## src/rtl/cgra_sched_pkg.sv

```systemverilog
// Shared types and default parameters for the CGRA kernel launch scheduler.
// Holds the FSM state encoding and the host command bundle.
package cgra_sched_pkg;

    localparam int DEF_AWIDTH         = 32;
    localparam int DEF_CWIDTH         = 16;
    localparam int DEF_FIFO_DEPTH     = 4;
    localparam int DEF_ADDR_STRIDE    = 256;
    localparam int DEF_TIMEOUT_CYCLES = 65535;

    typedef enum logic [2:0] {
        S_IDLE      = 3'd0,
        S_LAUNCH    = 3'd1,
        S_WAIT_BUSY = 3'd2,
        S_RUN       = 3'd3,
        S_NEXT      = 3'd4,
        S_DONE      = 3'd5
    } sched_state_t;

    typedef struct packed {
        logic [DEF_AWIDTH-1:0] base;
        logic [DEF_CWIDTH-1:0] iter;
    } sched_cmd_t;

endpackage

```

## src/rtl/cgra_kernel_sched_cmd_fifo.sv

```systemverilog
// Synchronous command FIFO with first-word-fall-through head.
// Simultaneous push and pop are both honoured.
module sched_cmd_fifo #(
    parameter int W     = 48,
    parameter int DEPTH = 4
) (
    input  logic                   Clk,
    input  logic                   Rst,
    input  logic                   push,
    input  logic [W-1:0]           wr_data,
    input  logic                   pop,
    output logic [W-1:0]           rd_data,
    output logic                   full,
    output logic                   empty,
    output logic [$clog2(DEPTH):0] count
);

    localparam int PW = $clog2(DEPTH);

    logic [W-1:0]  r_mem [DEPTH];
    logic [PW-1:0] r_wptr;
    logic [PW-1:0] r_rptr;
    logic [PW:0]   r_count;
    logic          w_push;
    logic          w_pop;

    assign w_push  = push && !full;
    assign w_pop   = pop && !empty;
    assign full    = (r_count == (PW+1)'(DEPTH));
    assign empty   = (r_count == '0);
    assign count   = r_count;
    assign rd_data = r_mem[r_rptr];

    always_ff @(posedge Clk) begin
        if (w_push) r_mem[r_wptr] <= wr_data;
    end

    always_ff @(posedge Clk or posedge Rst) begin
        if (Rst) begin
            r_wptr  <= '0;
            r_rptr  <= '0;
            r_count <= '0;
        end else begin
            if (w_push) r_wptr <= r_wptr + PW'(1);
            if (w_pop)  r_rptr <= r_rptr + PW'(1);
            unique case ({w_push, w_pop})
                2'b10:   r_count <= r_count + (PW+1)'(1);
                2'b01:   r_count <= r_count - (PW+1)'(1);
                default: r_count <= r_count;
            endcase
        end
    end

endmodule

```

## src/rtl/cgra_kernel_sched.sv

```systemverilog
// Kernel launch scheduler: replays queued host commands as PE-array launches.
// Define CGRA_SCHED_WATCHDOG_EN to enable the busy-handshake watchdog.
module cgra_kernel_sched
    import cgra_sched_pkg::*;
#(
    parameter int AWIDTH      = DEF_AWIDTH,
    parameter int CWIDTH      = DEF_CWIDTH,
    parameter int FIFO_DEPTH  = DEF_FIFO_DEPTH,
    parameter int ADDR_STRIDE = DEF_ADDR_STRIDE
`ifdef CGRA_SCHED_WATCHDOG_EN
    ,
    parameter int TIMEOUT_CYCLES = DEF_TIMEOUT_CYCLES
`endif
) (
    input  logic              Clk,
    input  logic              Rst,
    input  logic              Cmd_Valid,
    output logic              Cmd_Ready,
    input  logic [AWIDTH-1:0] Cmd_Base_Addr,
    input  logic [CWIDTH-1:0] Cmd_Iter,
    output logic              PE_Start,
    output logic [AWIDTH-1:0] PE_Base_Addr,
    input  logic              PE_Array_Busy,
    output logic              Kernel_Done,
    output logic [CWIDTH-1:0] Iter_Count,
    output logic              Sched_Idle,
    output logic              Timeout_Err
);

    localparam int CNTW = $clog2(FIFO_DEPTH) + 1;
    localparam int DW   = AWIDTH + CWIDTH;

    sched_state_t      r_state;
    logic [AWIDTH-1:0] r_base;
    logic [CWIDTH-1:0] r_remain;
    logic [CWIDTH-1:0] r_iter_cnt;

    logic [DW-1:0]     w_head;
    logic [AWIDTH-1:0] w_head_base;
    logic [CWIDTH-1:0] w_head_iter;
    logic              w_full;
    logic              w_empty;
    logic [CNTW-1:0]   w_count;
    logic              w_pop;
    logic              w_timeout;

    sched_cmd_fifo #(
        .W     (DW),
        .DEPTH (FIFO_DEPTH)
    ) u_fifo (
        .Clk     (Clk),
        .Rst     (Rst),
        .push    (Cmd_Valid),
        .wr_data ({Cmd_Base_Addr, Cmd_Iter}),
        .pop     (w_pop),
        .rd_data (w_head),
        .full    (w_full),
        .empty   (w_empty),
        .count   (w_count)
    );

    assign w_head_base  = w_head[DW-1 -: AWIDTH];
    assign w_head_iter  = w_head[CWIDTH-1:0];
    assign w_pop        = (r_state == S_IDLE) && !w_empty;

    assign Cmd_Ready    = !w_full;
    assign PE_Start     = (r_state == S_LAUNCH);
    assign Kernel_Done  = (r_state == S_DONE);
    assign PE_Base_Addr = r_base;
    assign Iter_Count   = r_iter_cnt;
    assign Sched_Idle   = (r_state == S_IDLE) && (w_count == '0);

`ifdef CGRA_SCHED_WATCHDOG_EN
    localparam int WDW = $clog2(TIMEOUT_CYCLES + 1);

    logic [WDW-1:0] r_wd;
    logic           r_err;
    logic           w_wd_active;

    assign w_wd_active = (r_state == S_WAIT_BUSY) || (r_state == S_RUN);
    assign w_timeout   = w_wd_active && (r_wd == WDW'(TIMEOUT_CYCLES - 1));
    assign Timeout_Err = r_err;

    always_ff @(posedge Clk or posedge Rst) begin
        if (Rst) begin
            r_wd  <= '0;
            r_err <= 1'b0;
        end else begin
            r_wd <= w_wd_active ? r_wd + WDW'(1) : '0;
            if (w_timeout) r_err <= 1'b1;
        end
    end
`else
    assign w_timeout   = 1'b0;
    assign Timeout_Err = 1'b0;
`endif

    always_ff @(posedge Clk or posedge Rst) begin
        if (Rst) begin
            r_state    <= S_IDLE;
            r_base     <= '0;
            r_remain   <= '0;
            r_iter_cnt <= '0;
        end else begin
            unique case (r_state)
                S_IDLE: begin
                    if (!w_empty) begin
                        r_base     <= w_head_base;
                        r_remain   <= w_head_iter;
                        r_iter_cnt <= '0;
                        // zero-count commands retire through NEXT with no launch
                        r_state    <= (w_head_iter == '0) ? S_NEXT : S_LAUNCH;
                    end
                end
                S_LAUNCH: r_state <= S_WAIT_BUSY;
                S_WAIT_BUSY: begin
                    if (w_timeout)         r_state <= S_DONE;
                    else if (PE_Array_Busy) r_state <= S_RUN;
                end
                S_RUN: begin
                    if (w_timeout)          r_state <= S_DONE;
                    else if (!PE_Array_Busy) r_state <= S_NEXT;
                end
                S_NEXT: begin
                    if (r_remain == '0) begin
                        r_state <= S_DONE;
                    end else begin
                        r_iter_cnt <= r_iter_cnt + CWIDTH'(1);
                        r_remain   <= r_remain - CWIDTH'(1);
                        if (r_remain == CWIDTH'(1)) begin
                            r_state <= S_DONE;
                        end else begin
                            r_base  <= r_base + AWIDTH'(ADDR_STRIDE);
                            r_state <= S_LAUNCH;
                        end
                    end
                end
                S_DONE:  r_state <= S_IDLE;
                default: r_state <= S_IDLE;
            endcase
        end
    end

endmodule

```

## config.mk

```make
export PLATFORM = sky130hd
export DESIGN_NAME = cgra_kernel_sched
export DESIGN_NICKNAME = d
export VERILOG_FILES = /design/src/rtl/cgra_sched_pkg.sv /design/src/rtl/cgra_kernel_sched_cmd_fifo.sv /design/src/rtl/cgra_kernel_sched.sv
export SDC_FILE = /design/constraint.sdc
export NUM_CORES = 1
export LEC_CHECK = 0
export CAP_MARGIN = 10
export CORE_ASPECT_RATIO = 1.25
export CORE_MARGIN = 4
export CORE_UTILIZATION = 40
export CTS_BUF_LIST = sky130_fd_sc_hd__clkbuf_8
export DETAILED_ROUTE_END_ITERATION = 16
export PLACE_DENSITY_LB_ADDON = 0.3
export SYNTH_ARGS = -nofsm -noshare
export SYNTH_HDL_FRONTEND = slang
export SYNTH_SLANG_ARGS = --single-unit
```

## constraint.sdc

```tcl
create_clock -name Clk -period 8.41 [get_ports Clk]
set_input_delay 1.682 -clock Clk [delete_from_list [all_inputs] [get_ports Clk]]
set_output_delay 1.682 -clock Clk [all_outputs]
set_load 0.1 [all_outputs]
```

Word-level counts from Yosys, hierarchy flattened
Memory sizes are Yosys's and may differ from the RTL's.
Cells that the tools add are included.
- register bits after elaboration: 74
- bits in writable memories: 192
- input port bits: 52
- output and inout bits: 53
- logic and storage cells: 64
- memories: 1
- add/subtract/negate cells: 7
- equality and inequality tests: 14
- muxes and demuxes: 20
- reductions and logical operators: 15
- memory list (name ; depth ; bits a word ; read ports ; clocked after memory_dff ; write ports ; line ; source):
    u_fifo.r_mem ; 4 ; 48 ; 1 ; 0 ; 1 ; cgra_kernel_sched_cmd_fifo.sv:20 ; logic [W-1:0] r_mem [DEPTH];
- operators by type and width (cell ; count):
    $mux W32 ; 3
    $mux W16 ; 4
    $pmux W16 S2 ; 2
    $pmux W32 S2 ; 1
    $add A32 B9 Y32 const B ; 1
    $logic_not A16 Y1 ; 2
    $mux W3 ; 6
    $add A16 B1 Y16 const B ; 1
    $eq A16 B1 Y1 const B ; 1
    $sub A16 B1 Y16 const B ; 1
    $pmux W3 S5 ; 1
    $ne A2 B2 Y1 const B ; 5
    $eq A3 B3 Y1 const B ; 3
    $eq A3 B2 Y1 const B ; 2
    $logic_not A3 Y1 ; 2
    $pmux W3 S2 ; 1
    $reduce_and A3 Y1 ; 2
    $add A2 B1 Y2 const B ; 2
    $logic_and A1 B1 Y1 ; 4
    $reduce_and A4 Y1 ; 1
    $reduce_bool A2 Y1 ; 2
    $add A3 B1 Y3 const B ; 1
    $eq A3 B1 Y1 const B ; 1
    $sub A3 B1 Y3 const B ; 1
    4 further kinds ; 6

Depth between registers and ports, before layout
- depth after elaboration: 6
- depth in mapped cells: 11
- mapped depth without buffers: 9

Cells and area by module
From an unflattened synthesis, not the netlist that was laid out.
- cell total of the unflattened synthesis: 753
- area, all modules: 11284.6 um^2
- by module, submodules not included (module ; instances ; cells an instance ; area each (um^2) ; seq. area each (um^2)):
    sched_cmd_fifo ; 1 ; 289 ; 7410.9 ; 5940.7
    cgra_kernel_sched ; 1 ; 464 ; 3873.7 ; 1676.6

Worst setup path before layout
No wires, ideal clock.
- kind: register -> output
- start point: register r_state[2]
- end point: output Kernel_Done
- arrival: 3.021 ns
- data required time: 6.728 ns
- setup slack: 3.707 ns
- cell stages (with the launch flop): 5
- buffers on the path: 2
- cell sequence: dfrtp_1 -> clkbuf_1 -> inv_1 -> clkbuf_1 -> nor3b_1
- longest elaborated chain between the ends: 1
- RTL lines (what ; line ; source):
    from (decl) ; cgra_kernel_sched.sv:33 ; sched_state_t r_state;
    from (signal assigned) ; cgra_kernel_sched.sv:112 ; r_state <= (w_head_iter == '0) ? S_NEXT : S_LAUNCH;
    $eq A3 B3 Y1 ; cgra_kernel_sched.sv:68 ; assign Kernel_Done = (r_state == S_DONE);
    to (decl) ; cgra_kernel_sched.sv:24 ; output logic Kernel_Done,
No other way between the ends.

Final worst setup path
Ends and elaborated chain as after synthesis.

==> flow_metrics.tcl <==
set metrics [dict create \
    regArea_um2 7622 \
    vdd_ir_drop_max_mv 0.2273 \
    dieArea_um2 30920 \
    crit_arrival_ps 2870 \
    drtAntennaViolNets 0 \
    fin_skew_ps 38.54 \
    hold_ws_ps 473.3 \
    rows 68 \
    cp_top_family "buffers and inverters" \
    fin_crit_ps 4549 \
    finalNonFillerCells 1261 \
    drc 0 \
    cts_made_buffers 42 \
    ctsHoldBuffers 0 \
    grt-ovfl-total 0 \
    drive_above_1_share_pct 14.49 \
    yosysTopAreaCell "edfxtp_1" \
    clk_pin_slew_worst_paths_ps 60 \
    whs_endpoint "PE_Base_Addr[0]" \
    async_flop_share_pct 27.82 \
    multiInputGateArea_um2 3391 \
    min_period_over_period_pct 54.09 \
    post-place-ws_ps 4415 \
    syn_inst 762 \
    r2r_cells 7 \
    fp.coreArea_um2 27650 \
    cts_tree "built" \
    reg2reg_slack_ps 4880 \
    cts_buffer_depth 3 \
    setup_slack_ps 3861 \
    yosys_warnings 0 \
    endpoint_kind "output pin" \
    place_inst 1183 \
    grt_max_degree 75 \
    vias 6979 \
    synth_cell_types 63 \
    path_max_fanout 20 \
    avgRoutedWirePerCell_um 19.75 \
    io_pins 105 \
    finalHoldViolations 0 \
    ctsRootBufferMaster "clkbuf_8" \
    yosysSeqAreaShare_pct 67.63 \
    tightest_slew_ps 1123 \
    synth-edff-count 192 \
    dp_hpwl_um 15340 \
    synthesis.area_um2 11260 \
    critPathRequiredTime_ps 6730 \
    first_pass_iters 5 \
    slew-limit-headroom_pct 24.89 \
    fmax_mhz 219.8 \
    worstSetupPathType "flop to output pin" \
    initial_utilization_pct 40.73 \
    place_congestion 0.7918 \
    hold_class "flop to flop" \
    cts.sinks 266 \
    port_buffers 103 \
    r2r_end "r_remain[10]" \
    dominantRegCellSynth "edfxtp_1" \
    fin_nets 939 \
    r2r_start "r_remain[0]" \
    worstHoldStart "PE_Base_Addr[0]" \
    grt_pass1_vias 7054 \
    rsz0062_at_grt "no" \
    critPathSlowestCell "clkdlybuf4s50_1" \
    nFillCells 2359 \
    status "completed" \
    start_kind "flop" \
    max_cap_viol_count 0 \
    die-height_um 195.6 \
    grt_usage_pct 16.18 \
    finalSetupViolCount 0 \
    worstPathCellList "inv_1, nor3b_1, clkdlybuf4s50_1" \
    synthTopCellsByArea "edfxtp_1, dfrtp_1, mux4_2, nand2_1, o21ai_0" \
    area.growth.synth_to_final_pct 19.56 \
    wl_um 24900 \
    tns_ps 0 \
    diodes 0 \
    antenna_found_initial 0 \
    grt_first_pass_wirelength_um 39320 \
    finish.instance_area_um2 13470 \
    critPathMaxStageDelay_ps 1170 \
    whs_path_depth 2 \
    syn_avg_cell_area_um2 14.78 \
    cts_resized 0 \
    htree_levels 2 \
    powerDensity_nw_per_um2 375.2 \
    power.total_mw 5.053 \
    cts_setup_buffers 0 \
    die_x_um 158.1 \
    drt_iter0_drc 420 \
    viasPerCell 5.534 \
    clock_latency_ps 560 \
    final_util_pct 48.70 \
    placed_area_um2 12640 \
    ys_seq_elements 266 \
    p_leak_nw 4.808 \
    slew_violations 0 \
    path_buf_inv 2 \
    syn_nets 824 \
    synth.top_cell.area_share_pct 51.19 \
]
[worst register-to-register path, delay by kind of cell, from the launching register on]
kind / cells / cell delay, ps
simple gates: 3 / 2070
buf+inv: 1 / 100
flops: 1 / 400
fa+ha+maj: 1 / 220
compound gates: 2 / 580
[report_power, final]
group          switching [mW]  internal, mW  leakage, nW
logic                    1.34         0.676         1.66
registers               0.212          1.76         2.68
clock network           0.497         0.565        0.468
total                    2.05          3.01         4.81
[placed cells by master (no fill, tap or decap), types with 12 or more instances in the layout]
cell type,synthesis,final
dfrtp_1,74,72
nor3_1,17,17
nand3_1,20,20
inv_1,17,32
nor4_1,12,12
buf_4,3,13
o21ai_0,37,37
clkdlybuf4s50_1,0,103
clkbuf_8,0,42
edfxtp_1,192,192
a21oi_1,33,33
a31oi_1,15,15
mux4_2,48,48
nor2_1,43,43
nand2_1,66,65
[final cells by class]
class | instances | area share, %
Sequential cell | 266 | 56.60
Timing Repair Buffer | 116 | 8.381
Clock buffer | 42 | 4.292
Multi-Input combinational cell | 434 | 25.18
Inverter | 17 | 0.4831
Tap cell | 350 | 3.252
Clock inverter | 36 | 1.812
[metal layers]
| metal | track usage, % | up-vias | wire length [um] |
|---|---|---|---|
| li1 | - | 3231 | - |
| met5 | 0 | - | 0 |
| met4 | 4.994 | 0 | 572 |
| met3 | 3.547 | 37 | 1409 |
| met2 | 27.38 | 194 | 12630 |
| met1 | 20.77 | 3517 | 10290 |
[cell usage after synthesis, drive strengths merged (3+ instances only)]
cell	number
nand4	8
a21oi	33
a41oi	3
o31a	5
nand2b	3
nor2	43
a2bb2oi	3
inv	17
nor3	17
or3	5
nand2	66
mux2i	6
edfxtp	192
a31oi	15
o211ai	5
clkbuf	31
or4	6
xor2	4
o21ai	38
mux4	48
buf	14
a22o	4
ha	9
and3	9
nor3b	3
o31ai	7
and2	5
o22ai	8
nor4	12
dfrtp	74
xnor2	7
and4	4
a22oi	6
o22a	7
nand3	20
[cells by family after synthesis]
| group | Yosys count | synth area share, % |
|---|---|---|
| and+or+nand+nor | 206 | 8.976 |
| DFF | 266 | 67.63 |
| muxes | 55 | 10.23 |
| AOI/OAI and AO/OA | 151 | 8.721 |
| xor gates and xnor gates | 11 | 0.8553 |
| other | 1 | 0.03329 |
| buffers and inverters | 62 | 2.377 |
| adders and majority gates | 10 | 1.178 |
[state kept, by name, indices dropped and copies added (netlist names)]
signal	flops
u_fifo.r_wptr	2
PE_Base_Addr	32
Iter_Count	16
u_fifo.count	3
r_remain	16
u_fifo.r_rptr	2
r_state	3
u_fifo.r_mem	192
[how the worst max path moves through the flow]
stage	from	end	slack, ps	depth (start not counted)
2_1_floorplan	r_state[2]	Kernel_Done	3710	4
3_3_place_gp	r_state[2]	Kernel_Done	4350	3
3_5_place_dp	r_state[2]	Kernel_Done	4410	3
4_1_cts	r_state[2]	Kernel_Done	3820	3
5_1_grt	r_state[2]	Kernel_Done	3670	3
6_report	r_state[2]	Kernel_Done	3860	3
Note: power is estimated with default switching activity, not from simulation.
